===== src/rtl/run_ctrl.sv =====
`timescale 1ns/1ps
// Run controller: releases core reset after RESET_CYCLES, then classifies the run as PASS/FAIL/TIMEOUT/HANG.
// All outputs are registered; a terminating event shows up one cycle after it is sampled; no backpressure.
module run_ctrl #(
   parameter int              XLEN         = 32,
   parameter int              RESET_CYCLES = 2,
   parameter int              MAX_CYCLES   = 30,
   parameter int              STALL_LIMIT  = 8,
   parameter logic [XLEN-1:0] TOHOST_ADDR  = 32'd100,
   parameter logic [XLEN-1:0] PASS_VALUE   = 32'd25,
   parameter bit              HALT_ON_DONE = 1'b1,
   localparam int             CNT_W        = $clog2(MAX_CYCLES + 1)
) (
   input  logic             clk,
   input  logic             reset,
   input  logic             memwritem,
   input  logic [XLEN-1:0]  dataadrm,
   input  logic [XLEN-1:0]  writedatam,
   input  logic [XLEN-1:0]  pc,
   output logic             core_reset,
   output logic             done,
   output logic             pass,
   output logic [2:0]       status,
   output logic [CNT_W-1:0] cycle_count,
   output logic [XLEN-1:0]  result_data
);

   localparam int HOLD_W  = (RESET_CYCLES > 1) ? $clog2(RESET_CYCLES) : 1;
   localparam int STALL_W = (STALL_LIMIT > 1) ? $clog2(STALL_LIMIT) : 1;

   localparam logic [HOLD_W-1:0]  HOLD_LAST  = HOLD_W'(RESET_CYCLES - 1);
   localparam logic [CNT_W-1:0]   CNT_MAX    = CNT_W'(MAX_CYCLES);
   localparam logic [CNT_W-1:0]   CNT_LAST   = CNT_W'(MAX_CYCLES - 1);
   localparam logic [STALL_W-1:0] STALL_LAST = STALL_W'((STALL_LIMIT > 0) ? STALL_LIMIT - 1 : 0);

   // Encoding doubles as the status code.
   typedef enum logic [2:0] {
      S_HOLD    = 3'd0,
      S_RUN     = 3'd1,
      S_PASS    = 3'd2,
      S_FAIL    = 3'd3,
      S_TIMEOUT = 3'd4,
      S_HANG    = 3'd5
   } state_e;

   state_e             state_q, state_d;
   logic [HOLD_W-1:0]  hold_cnt_q, hold_cnt_d;
   logic [CNT_W-1:0]   cycle_cnt_q, cycle_cnt_d;
   logic [STALL_W-1:0] stall_cnt_q, stall_cnt_d;
   logic [XLEN-1:0]    pc_q, pc_d;
   logic [XLEN-1:0]    result_q, result_d;
   logic               pc_same;
   logic               tohost;
   logic               done_w;

   always_ff @(posedge clk) begin
      if (reset) begin
         state_q     <= S_HOLD;
         hold_cnt_q  <= '0;
         cycle_cnt_q <= '0;
         stall_cnt_q <= '0;
         pc_q        <= '0;
         result_q    <= '0;
      end else begin
         state_q     <= state_d;
         hold_cnt_q  <= hold_cnt_d;
         cycle_cnt_q <= cycle_cnt_d;
         stall_cnt_q <= stall_cnt_d;
         pc_q        <= pc_d;
         result_q    <= result_d;
      end
   end

   always_comb begin
      state_d     = state_q;
      hold_cnt_d  = hold_cnt_q;
      cycle_cnt_d = cycle_cnt_q;
      stall_cnt_d = stall_cnt_q;
      pc_d        = pc_q;
      result_d    = result_q;
      // pc_q holds a stale value during the first RUN cycle (cycle count still zero).
      pc_same     = (cycle_cnt_q != '0) && (pc == pc_q);
      tohost      = memwritem && (dataadrm == TOHOST_ADDR);

      case (state_q)
         S_HOLD: begin
            hold_cnt_d = hold_cnt_q + 1'b1;
            if (hold_cnt_q == HOLD_LAST) begin
               state_d = S_RUN;
            end
         end
         S_RUN: begin
            pc_d = pc;
            if (cycle_cnt_q != CNT_MAX) begin
               cycle_cnt_d = cycle_cnt_q + 1'b1;
            end
            if (!pc_same) begin
               stall_cnt_d = '0;
            end else if (stall_cnt_q != '1) begin
               stall_cnt_d = stall_cnt_q + 1'b1;
            end
            if (tohost) begin
               result_d = writedatam;
               state_d  = (writedatam == PASS_VALUE) ? S_PASS : S_FAIL;
            end else if ((STALL_LIMIT != 0) && pc_same && (stall_cnt_q == STALL_LAST)) begin
               state_d = S_HANG;
            end else if (cycle_cnt_q == CNT_LAST) begin
               state_d = S_TIMEOUT;
            end
         end
         default: begin
            state_d = state_q;
         end
      endcase
   end

   assign done_w      = (state_q != S_HOLD) && (state_q != S_RUN);
   assign done        = done_w;
   assign pass        = (state_q == S_PASS);
   assign status      = state_q;
   assign core_reset  = (state_q == S_HOLD) || (done_w && HALT_ON_DONE);
   assign cycle_count = cycle_cnt_q;
   assign result_data = result_q;

endmodule


===== config.mk =====
export PLATFORM = sky130hd
export DESIGN_NAME = run_ctrl
export DESIGN_NICKNAME = d
export VERILOG_FILES = /design/src/rtl/run_ctrl.sv
export SDC_FILE = /design/constraint.sdc
export NUM_CORES = 1
export LEC_CHECK = 0
export BUFFER_PORTS_ARGS = -buffer_cell sky130_fd_sc_hd__buf_2
export CORE_AREA = 4 4 87 89
export CTS_CLUSTER_SIZE = 28
export DETAILED_ROUTE_END_ITERATION = 10
export DIE_AREA = 0 0 91 93
export PLACE_DENSITY = 0.95
export SYNTH_ARGS = -nofsm -noshare
export SYNTH_HDL_FRONTEND = slang
export SYNTH_SLANG_ARGS = --single-unit

===== constraint.sdc =====
create_clock -name clk -period 2.97 [get_ports clk]
set_clock_uncertainty 0.1 [all_clocks]
set_input_delay 0.4455 -clock clk [delete_from_list [all_inputs] [get_ports clk]]
set_output_delay 0.4455 -clock clk [all_outputs]
set_load 0.03 [all_outputs]

==> reports/summary.md, run 1 <==
The cell-internal power was 0.00182 W; the placer congestion estimate was 0.829. The number of cells on the worst reg-to-reg path is 6. Sequential cells were found to cover 44.0% of the synthesized design area.

The final number of setup-violating endpoints is 0, and the portion of total power attributed to the clock network is 28.6%. The tools report the number of global-route vias before repair as 3276. The termination of the worst setup path is core_reset. Counting tap cells, the placed design contains a total of 621 instances.

The tools report the number of unique standard cell types used by synthesis as 34. HPWL after detailed placement: 6.79 mm. The worst supply voltage drop on vdd was 0.307 mV; the power density relative to cell area was 623 nW/um2. The logs give 3314 for the via count of the routed design and 63.9% for the worst-case headroom to the max-slew limit. The most used flip-flop cell after synthesis is sky130_fd_sc_hd__dfxtp_1. The highest net fanout along the worst path is 37. The share of post-route cells with drive strength above 1 came out at 35.2%. In this run the worst hold path is classified as primary input to flop. The region available for standard cell placement spans 6760 um2. The tools report the routed metal-1 wirelength as 3.67 mm.

The number of antenna cells inserted is 0, and the total negative slack is 0 ps. The highest metal layer carrying signal wires in the routed design is met4. The clock period could shrink to 2270 ps. The tools report the beginning of the worst register-to-register path as pc_q[29]$_SDFFE_PP0P_. The final number of hold-violating endpoints is 0. Detailed routing placed a total of 4.61 mm of wire on met2.

The first detailed-routing pass took 4 iterations. Logic gate share of total power: 26.4%. After synthesis the cells add up to 3460 um2. For the maximum operating frequency, the log shows 0.441 GHz. The count of mapped cells out of synthesis was 416; the area enclosed by the die boundary was 8460 um2. Counting instances, the worst hold path has a depth of 3.

The number of nets in the final layout was 657. Counting along the longest clock path gives a buffer depth of 2. The top-level port count is 142, and the portion of the clock cycle consumed by the worst path in the final layout is 76.4%.

Data on the critical path is required at its endpoint by 2420 ps. In this run, synthesis produced a sequential element count of 76. In this run the static leakage power is 1.79 nW. The library cell used most frequently in the layout, excluding fill and tap cells, is sky130_fd_sc_hd__buf_2. In the detailed route, the total length drawn on met3 is 447 um. Dividing the detail-routed wire length by the instance count gives 13.9 um. In this run, post-CTS hold repair placed 0 buffers.

In the global route stage, overall resource usage came out at 20.9%. Averaged over all synthesized cells, the footprint is 8.31 um2. Clock-pin slew was measured on the worst setup and hold paths at 90 ps. The largest stage delay on the critical path came out at 410 ps. The critical path capture point type is an output pin.

For the part of the power in registers, the log shows 45.0%. In the layout the commonest cells are sky130_fd_sc_hd__buf_2 (141), sky130_fd_sc_hd__nand2_1 (134), sky130_fd_sc_hd__dfxtp_1 (76). For the net count after synthesis, the log shows 521. The DRC violation count after routing is 0.

In this run the horizontal extent of the chip is 91 um. The standard cell with the maximum stage delay on the critical path is sky130_fd_sc_hd__dfxtp_1. The tools report the setup fix buffers added after clock tree synthesis as 0. The kind of start point of the critical path is a flop.

The most critical setup path has its startpoint at status[2]$_SDFFE_PP0P_. The final number of max-transition violations was 0; the slew of the pin with the lowest slew margin was 537 ps. Setup repair after global routing left no endpoint under its margin.

The critical path is of the flop to output pin type. The tools report the post-detailed-routing wire length as 8.85 mm. CTS built an H-tree with a depth of 3. Compared with the post-synthesis result, the final layout area differs by 27.0%. Summed over all nets, the switching power comes to 0.000917 W. The logs give 0 for the count of nets left with antenna violations after detail routing and 350 ps for the clock latency on the worst-skew pair.

The number of enable flip-flop cells after synthesis was 0; the max capacitance violation total was 0. For this block, the initial DRC count from the detailed router was 142. TritonCTS built the clock tree. The tools report the setup slack of the worst register-to-register path as 960 ps.

Dividing the detail-routed via count by the number of cells gives 5.20. The cell sitting at the root of the clock tree is a sky130_fd_sc_hd__clkbuf_8. After floorplanning, the core was divided into 30 placement rows. Non-filler instance count after layout: 637.

The data arrival at the endpoint of the critical path is 1720 ps. The initial antenna violation count was 0. The share of flip-flops with an asynchronous set or reset works out to 0%. Traced cell by cell, the critical path runs through nor2_2 -> and2_1 -> inv_2 -> buf_4 -> buf_2. In this run, CTS created clock tree buffers numbering 9. Entering global routing, the biggest net connects 42 pins. Input and output buffers added on the ports amount to 141. The worst register-to-register path ends at stall_cnt_q[1]$_SDFFE_PP0P_. The flow ran to the end, and the final reports show no timing, DRC or antenna violations.

Net switching is 33.5% of the power. The number of gates resized after CTS was 0. The vertical die dimension is 93 um.

The logs give 0 for the aggregate global routing overflow and 51.2% for the starting density of the core. Total number of yosys warnings: 0. The first global-routing pass estimated 14.6 mm of wire. Number of clock sinks: 76.
==> worst min-delay path by stage <==
stage | start | slack (ps) | to
after floorplan | pc_q[27]$_SDFFE_PP0P_ | 350 | pc_q[27]$_SDFFE_PP0P_
after global routing | writedatam[20] | 240 | result_data[20]$_SDFFE_PP0P_
after CTS | pc[6] | 240 | pc_q[6]$_SDFFE_PP0P_
after global placement | result_data[21]$_SDFFE_PP0P_ | 340 | result_data[21]$_SDFFE_PP0P_
final | pc[13] | 250 | pc_q[13]$_SDFFE_PP0P_
after detailed placement | result_data[21]$_SDFFE_PP0P_ | 350 | result_data[21]$_SDFFE_PP0P_
==> registers in the layout, indices dropped and copies added (netlist names) <==
signal / cells
pc_q: 32
result_data: 32
cycle_count: 5
stall_cnt_q: 3
status: 3
hold_cnt_q: 1
==> synth_stat cells, types with 2 or more instances <==
library cell,count,area (um2)
sky130_fd_sc_hd__xnor2_1,33,289
sky130_fd_sc_hd__o211ai_1,2,15.0
sky130_fd_sc_hd__dfxtp_1,76,1520
sky130_fd_sc_hd__nor4b_1,7,61.3
sky130_fd_sc_hd__nor4_1,10,62.6
sky130_fd_sc_hd__inv_1,6,22.5
sky130_fd_sc_hd__ha_1,6,75.1
sky130_fd_sc_hd__buf_6,4,45.0
sky130_fd_sc_hd__nand3_1,2,10.0
sky130_fd_sc_hd__a21oi_1,37,185
sky130_fd_sc_hd__a21oi_2,29,254
sky130_fd_sc_hd__nor3_1,4,20.0
sky130_fd_sc_hd__nand2_1,134,503
sky130_fd_sc_hd__xor2_1,4,35.0
sky130_fd_sc_hd__nor2_1,12,45.0
sky130_fd_sc_hd__clkbuf_1,17,63.8
sky130_fd_sc_hd__nand4_1,15,93.8
sky130_fd_sc_hd__o32ai_1,2,17.5
==> per-stage QoR <==
stage	power (W)	hold slack [ps]	setup WS (ps)	utilization (%)	area, um2
after floorplan	0.00178	348	820	-	3460
after global placement	0.00194	340	752	62.1	4190
after detailed placement	0.00198	349	652	62.1	4190
after CTS	0.00276	236	678	65.0	4390
after global routing	0.00291	240	564	65.0	4390
final	0.00274	249	700	65.0	4390
==> power by group through the flow <==
stage	Sequential [W]	Combinational, W	Clock (W)
4_1_cts	0.00123	0.000726	0.000806
5_1_grt	0.00125	0.000805	0.000855
3_5_place_dp	0.00126	0.000723	0
2_1_floorplan	0.00127	0.000508	0
6_report	0.00123	0.000722	0.000784
3_3_place_gp	0.00125	0.000698	0
==> final cells by class <==
type                            instances  area (um2)
Clock buffer                            9         124
Inverter                                7        26.3
Clock inverter                          7        75.1
Sequential cell                        76        1520
Tap cell                               80         100
Timing Repair Buffer                  147         751
Fill cell                             570        2360
Multi-Input combinational cell        311        1790
==> critical path, delay by kind of cell, from the launching register on <==
family        cells  cell delay (ps)
buf+inv           3              690
simple gates      2              260
flops             1              410
==> metal layers <==
metal | track usage (%) | vias to the layer above
met4 | 7.41 | 0
met1 | 24.6 | 1525
met5 | 0 | -
li1 | - | 1673
met2 | 37.8 | 103
met3 | 4.10 | 13
==> kinds of logic after synthesis <==
family                   Yosys count  synth area share (%)
buffers and inverters             29                  4.12
AO/OA/AOI/OAI                     76                  15.2
multiplexers                       1                 0.289
adder cells (fa/ha/maj)            6                  2.17
AND/OR/NAND/NOR                  191                  24.9
XOR/XNOR                          37                  9.37
flip-flops                        76                  44.0
Power figures use the tool's default switching activity.
==> run 2, diff against run 1 <==
CORE_AREA = 4 4 90 92   (was 4 4 87 89)
DIE_AREA = 0 0 94 96   (was 0 0 91 93)
PLACE_DENSITY = 0.91   (was 0.95)
clock period = 2.1 ns   (was 2.97 ns; I/O delays follow)
==> reports/summary.md, run 2 (synthesis results as in run 1) <==
The iteration count of the initial detailed-routing pass is 4 (unchanged), and the vertical die dimension is 96 um (+3.2%). TritonCTS built the clock tree. The tools report the number of clock sinks as 76 (unchanged). The post-route total power is 0.00399 W (+46%), and the number of DRC violations after detailed-routing iteration 0 is 60 (-58%). The worst-case reg-to-reg path depth is 7 (+1). The run gives 68.7% (+4.8 points) as the worst-case headroom to the max-slew limit. The DRC violation count after routing was 0 (unchanged). For the top-level port count, the log shows 142 (unchanged). STA classifies the critical path startpoint as a flop. The final routed wire length divided by cell count works out to 14.0 um (+0.66%). The highest net fanout along the worst path came out at 36 (-2.7%).

The final number of max-transition violations is 0 (unchanged). The signal on the critical path passes through nor2_2 -> and2_1 -> inv_2 -> buf_12 -> buf_2. The tools report the floorplan core area as 7210 um2 (+6.8%). The run gives 31 (+3.3%) as the floorplan row count.

The run finished with clean final reports. The clock slew at the register clock pins of the worst setup and hold paths is 90 ps (about the same). Final critical-path setup slack: 111 ps (-590 ps). Most common library cell in the layout ignoring fill and taps: sky130_fd_sc_hd__buf_2.

Aggregate global routing overflow: 0 (unchanged). The maximum operating frequency is 0.503 GHz, and the tightest hold margin is 117 ps (-132 ps). The leakage power of the design was 1.81 nW (+1.2%). The clock latency on the worst-skew pair was 350 ps (about the same). The number of buffers on the longest clock path was 2 (unchanged); the count of nets left with antenna violations after detail routing was 0 (unchanged).

In the layout the commonest cells are sky130_fd_sc_hd__buf_2 (141), sky130_fd_sc_hd__nand2_1 (134), sky130_fd_sc_hd__dfxtp_1 (76). The logs give 9.20 mm (+4.0%) for the post-detailed-routing wire length and 3395 (+2.4%) for the via count of the routed design. The global routing usage summed across all routing layers is 20.2% (-0.70 points).

In this run the worst setup path begins at status[2]$_SDFFE_PP0P_. In this run the critical register-to-register path is launched from cycle_count[1]$_SDFFE_PP0P_. Total negative slack: 0 ps (unchanged). STA classifies the critical path endpoint as an output pin. The HPWL after detailed placement is 6.94 mm (+2.3%). The setup fix buffers added after clock tree synthesis came out at 0 (unchanged). The starting density of the core is 47.9% (-3.2 points). The endpoint of the most critical register-to-register path was stall_cnt_q[1]$_SDFFE_PP0P_. The placer congestion estimate came out at 0.809 (-2.4%). For the number of buffers created by CTS, the log shows 9 (unchanged). The standard cell with the maximum stage delay on the critical path was sky130_fd_sc_hd__dfxtp_1. The slew of the pin with the lowest slew margin came out at 470 ps (-66.8 ps). Worst setup path category: flop to output pin. The number of placed instances, taps included came out at 642 (+3.4%). The logs give 0 (unchanged) for the final number of setup-violating endpoints and 3 (unchanged) for the number of H-tree levels. The logs give 14.9 ps (-637 ps) for the worst setup slack before clock tree synthesis and 0 (unchanged) for the number of antenna cells inserted. The max capacitance violation total came out at 0 (unchanged). The root buffer cell is sky130_fd_sc_hd__clkbuf_8. The run gives 1570 ps (-150 ps) as the data arrival at the endpoint of the critical path. Setup repair after global routing left no endpoint under its margin. The logs give 0 (unchanged) for the initial antenna violation count and 3239 (-1.1%) for the number of global-route vias before repair.

The total of buffers placed on input and output ports was 141 (unchanged). The run gives 110 ps (-850 ps) as the setup slack of the worst register-to-register path. Final number of hold-violating endpoints: 0 (unchanged).

The tools report the pin count of the biggest net entering global routing as 44 (+4.8%). In the finished design, the share of the clock period the worst path needs comes to 94.7%. The power density relative to cell area is 890 nW/um2 (+43%).

The chip width is 94 um (+3.3%). The share of post-route cells with drive strength above 1 was 35.6% (+0.41 points). The run gives 9020 um2 (+6.6%) as the area enclosed by the die boundary. The critical path ends at core_reset. The worst supply voltage drop on vdd came out at 0.348 mV (+13%).

The wire length of the first global-routing pass is 14.5 mm (-0.85%). The area growth from synthesis to layout is 29.7%. The post-detailed-route via-to-cell ratio is 5.16 (-0.83%), and the shortest clock period the worst path allows after layout is 1990 ps.

The largest stage delay on the critical path is 400 ps (about the same). The number of nets in the final layout was 659 (+0.30%). The logs give 658 (+3.3%) for the non-filler instance count after layout and 1680 ps (-740 ps) for the required time reported for the critical path endpoint. In this run the worst hold path is classified as primary input to flop.
==> run 2: area by class of cell <==
type | count | area, um2
Fill cell | 624 | 2730
Multi-Input combinational cell | 311 | 1800
Sequential cell | 76 | 1520
Timing Repair Buffer | 149 | 803
Clock buffer | 10 | 138
Tap cell | 99 | 124
Clock inverter | 6 | 71.3
Inverter | 7 | 26.3
==> run 2: worst min-delay path by stage <==
stage / from / end / slack, ps / cells past startpoint
global route: writedatam[20] / result_data[20]$_SDFFE_PP0P_ / 110 / 3
finish: writedatam[20] / result_data[20]$_SDFFE_PP0P_ / 120 / 3
detailed placement: result_data[0]$_SDFFE_PP0P_ / result_data[0]$_SDFFE_PP0P_ / 350 / 2
global placement: result_data[19]$_SDFFE_PP0P_ / result_data[19]$_SDFFE_PP0P_ / 340 / 2
floorplan: pc_q[27]$_SDFFE_PP0P_ / pc_q[27]$_SDFFE_PP0P_ / 350 / 2
CTS: writedatam[20] / result_data[20]$_SDFFE_PP0P_ / 90 / 3
==> run 2: repair_timing <==
action / CTS / global route
endpoints found under the setup margin: 1 / 3
gates resized for setup: 1 / 3
hold buffers: 0 / 0
==> run 2: stage by stage <==
step | instance area (um2) | utilization (%)
after CTS | 4470 | 61.9
after global placement | 4260 | 59.0
final | 4480 | 62.2
after detailed placement | 4260 | 59.0
after global routing | 4480 | 62.2
after floorplan | 3460 | -
==> run 2: metal layers <==
layer	vias up	global-route usage (%)	part of all wire, %
met5	-	0	0
met4	0	9.87	2.4
met3	23	4.61	6.7
met2	119	36.9	52
met1	1575	22.0	39
li1	1678	-	-
==> run 2: power by group <==
group	switching (W)	leakage, nW	internal [W]
registers	0.000125	0.617	0.00161
logic	0.000650	1.09	0.000452
clock network	0.000567	0.0995	0.000592
total	0.00134	1.81	0.00265
==> run 2: critical path: cells and delay by family (launching register included) <==
kind                   cells  cell delay [ps]
buffers and inverters      3              570
DFF                        1              400
and+or+nand+nor            2              260
==> run 3, diff against run 2 <==
==> constraint.sdc (replaced) <==
create_clock -name clk -period 2.1 [get_ports clk]
set_clock_uncertainty 0.1 [all_clocks]
set_input_delay 0.42 -clock clk [delete_from_list [all_inputs] [get_ports clk]]
set_output_delay 0.42 -clock clk [all_outputs]
set_load 0.03 [all_outputs]
==> reports/summary.md, run 3 (synthesis results as in run 1) <==
The run finished with clean final reports. The HPWL after detailed placement came out at 6.91 mm (-0.48%). The post-detailed-route via-to-cell ratio works out to 5.10 (-1.1%).

The wire length of the first global-routing pass is 14.5 mm (about the same), and the highest net fanout along the worst path is 14 (-61%). Data arrival at the endpoint of the critical path: 1510 ps (-60 ps). The share of post-route cells with drive strength above 1 was 36.1% (+0.46 points). The top-level port count is 142 (unchanged).

TritonCTS built the clock tree. The run gives 0 (unchanged) as the DRC violation count after routing. The shortest clock period the worst path allows after layout works out to 2030 ps (+37.1 ps).

The critical path capture point type is an output pin. The final number of max-transition violations was 0 (unchanged). Initial antenna violation count: 0 (unchanged). The run gives 0 (unchanged) as the number of antenna cells inserted. The tools report the post-detailed-routing wire length as 9.25 mm (+0.51%). The hold buffer count at CTS is 0 (unchanged), and the number of nets in the final layout is 663 (+0.61%). The run gives 0.00409 W (+2.4%) as the post-route total power.

The tools report the placer congestion estimate as 0.822 (+1.7%). The logs give 47.9% (unchanged) for the starting density of the core and 1.84 nW (+1.7%) for the leakage power of the design. Most common library cell in the layout ignoring fill and taps: sky130_fd_sc_hd__buf_2.

The type of the most critical hold path was primary input to flop. The number of clock sinks is 76 (unchanged). The global routing usage summed across all routing layers is 20.1% (-0.086 points).

The portion of total power attributed to the clock network is 30.4% (+1.4 points), and the part of the power in registers is 42.1% (-1.3 points). The via count of the routed design was 3378 (-0.50%). The switching part of the total power works out to 32.8% (-0.80 points). The worst setup path is launched from a flop.

The number of buffers created by CTS is 9 (unchanged). Signed area change from the synthesized netlist to the final layout: 31.0%. The final number of setup-violating endpoints is 0 (unchanged), and the count of nets left with antenna violations after detail routing is 0 (unchanged). The critical path is of the flop to output pin type. The required time reported for the critical path endpoint is 1580 ps (-100 ps), and the total of buffers placed on input and output ports is 141 (unchanged). The setup fix buffers added after clock tree synthesis is 0 (unchanged).

The power density relative to cell area was 903 nW/um2 (+1.4%). The final routed wire length divided by cell count was 14.0 um (about the same); the number of buffers on the longest clock path was 2 (unchanged). The run gives 0.493 GHz (-1.8%) as the maximum operating frequency.

The clock latency on the worst-skew pair is 350 ps (about the same), and the tightest hold margin is 217 ps (+100 ps). For the logic gate share of total power, the log shows 27.5% (about the same). Pin count of the biggest net entering global routing: 65 (+48%). The worst-case headroom to the max-slew limit is 76.5% (+7.8 points). The logs give 0 (unchanged) for the max capacitance violation total and 7210 um2 (unchanged) for the floorplan core area. The aggregate global routing overflow is 0 (unchanged), and the number of DRC violations after detailed-routing iteration 0 is 76 (+27%). The final number of hold-violating endpoints came out at 0 (unchanged). The tools report the number of global-route vias before repair as 3177 (-1.9%). The vertical die dimension was 96 um (unchanged); the worst supply voltage drop on vdd was 0.319 mV (-8.2%). The net switching power came out at 0.00134 W (about the same). The slew of the pin with the lowest slew margin is 348 ps (-122 ps), and the number of fill cells is 645 (+3.4%).

The tools report the area enclosed by the die boundary as 9020 um2 (unchanged). The cell sitting at the root of the clock tree is a sky130_fd_sc_hd__clkbuf_8. The tools report the cell-internal power as 0.00275 W (+3.7%).

The library cells used most frequently in the layout, excluding fill and tap cells, are sky130_fd_sc_hd__buf_2 (140), sky130_fd_sc_hd__nand2_1 (134), sky130_fd_sc_hd__dfxtp_1 (75). The floorplan row count was 31 (unchanged). The number of H-tree levels came out at 3 (unchanged). The chip width works out to 94 um (unchanged). The portion of the clock cycle consumed by the worst path in the final layout was 96.5% (+1.8 points).

The clock slew at the register clock pins of the worst setup and hold paths was 90 ps (about the same). The iteration count of the initial detailed-routing pass is 4 (unchanged).
==> run 3: path summary, 6_finish.rpt <==
kind | startpoint | to | slack (ps) | cells past startpoint
worst max-delay path | status[2]$_SDFFE_PP0P_ | core_reset | 70 | 5
worst min-delay path | pc[3] | pc_q[3]$_SDFFE_PP0P_ | 220 | 3
worst max register to register | pc_q[29]$_SDFFE_PP0P_ | stall_cnt_q[2]$_SDFFE_PP0P_ | 130 | 7
worst min register to register | result_data[19]$_SDFFE_PP0P_ | result_data[19]$_SDFFE_PP0P_ | 360 | 2
==> run 3: worst max-delay path: stages, from the launching register on <==
cell                      delay, ps
sky130_fd_sc_hd__dfxtp_1        410
sky130_fd_sc_hd__nor2_2          80
sky130_fd_sc_hd__and2_1         180
sky130_fd_sc_hd__inv_2          120
sky130_fd_sc_hd__buf_6          180
sky130_fd_sc_hd__buf_4          180
==> run 3: layout make-up <==
type | count | area, um2 | area share [%]
tap | 99 | 124 | 2.73
timing repair buffer | 153 | 840 | 18.5
multi-input combinational | 311 | 1790 | 39.6
sequential | 76 | 1520 | 33.6
clock inverter | 7 | 98.8 | 2.18
clock buffer | 9 | 124 | 2.73
inverter | 7 | 26.3 | 0.580
==> run 3: layer usage <==
metal / wire length [um] / global-route usage, % / share of wire, % / vias up
met3: 513 / 3.91 / 5.5 / 13
met5: 0 / 0 / 0 / -
li1: - / - / - / 1680
met2: 4680 / 35.7 / 51 / 113
met1: 3910 / 23.8 / 42 / 1572
met4: 143 / 8.30 / 1.5 / 0
==> run 3: stage by stage <==
step / cells / instance area [um2] / setup TNS [ps] / setup WS, ps / utilization [%]
global route: 662 / 4530 / -7.48 / -7.48 / 62.8
global placement: 646 / 4300 / 0 / 16.4 / 59.6
detailed placement: 646 / 4300 / -250 / -34.5 / 59.6
floorplan: 416 / 3460 / 0 / 146 / -
CTS: 662 / 4520 / 0 / 31.2 / 62.7
finish: 662 / 4530 / 0 / 73.5 / 62.8
==> run 3: power by group through the flow <==
stage	combinational, W	sequential (W)	clock [W]
after floorplan	0.000721	0.00180	0
after global placement	0.00106	0.00174	0
after detailed placement	0.00111	0.00175	0
after CTS	0.00112	0.00172	0.00127
after global routing	0.00125	0.00174	0.00133
final	0.00113	0.00172	0.00124
==> run 3: timing repair <==
item,CTS,global route
gates resized for setup,1,2
pin swaps,0,1
endpoints found under the setup margin,1,3
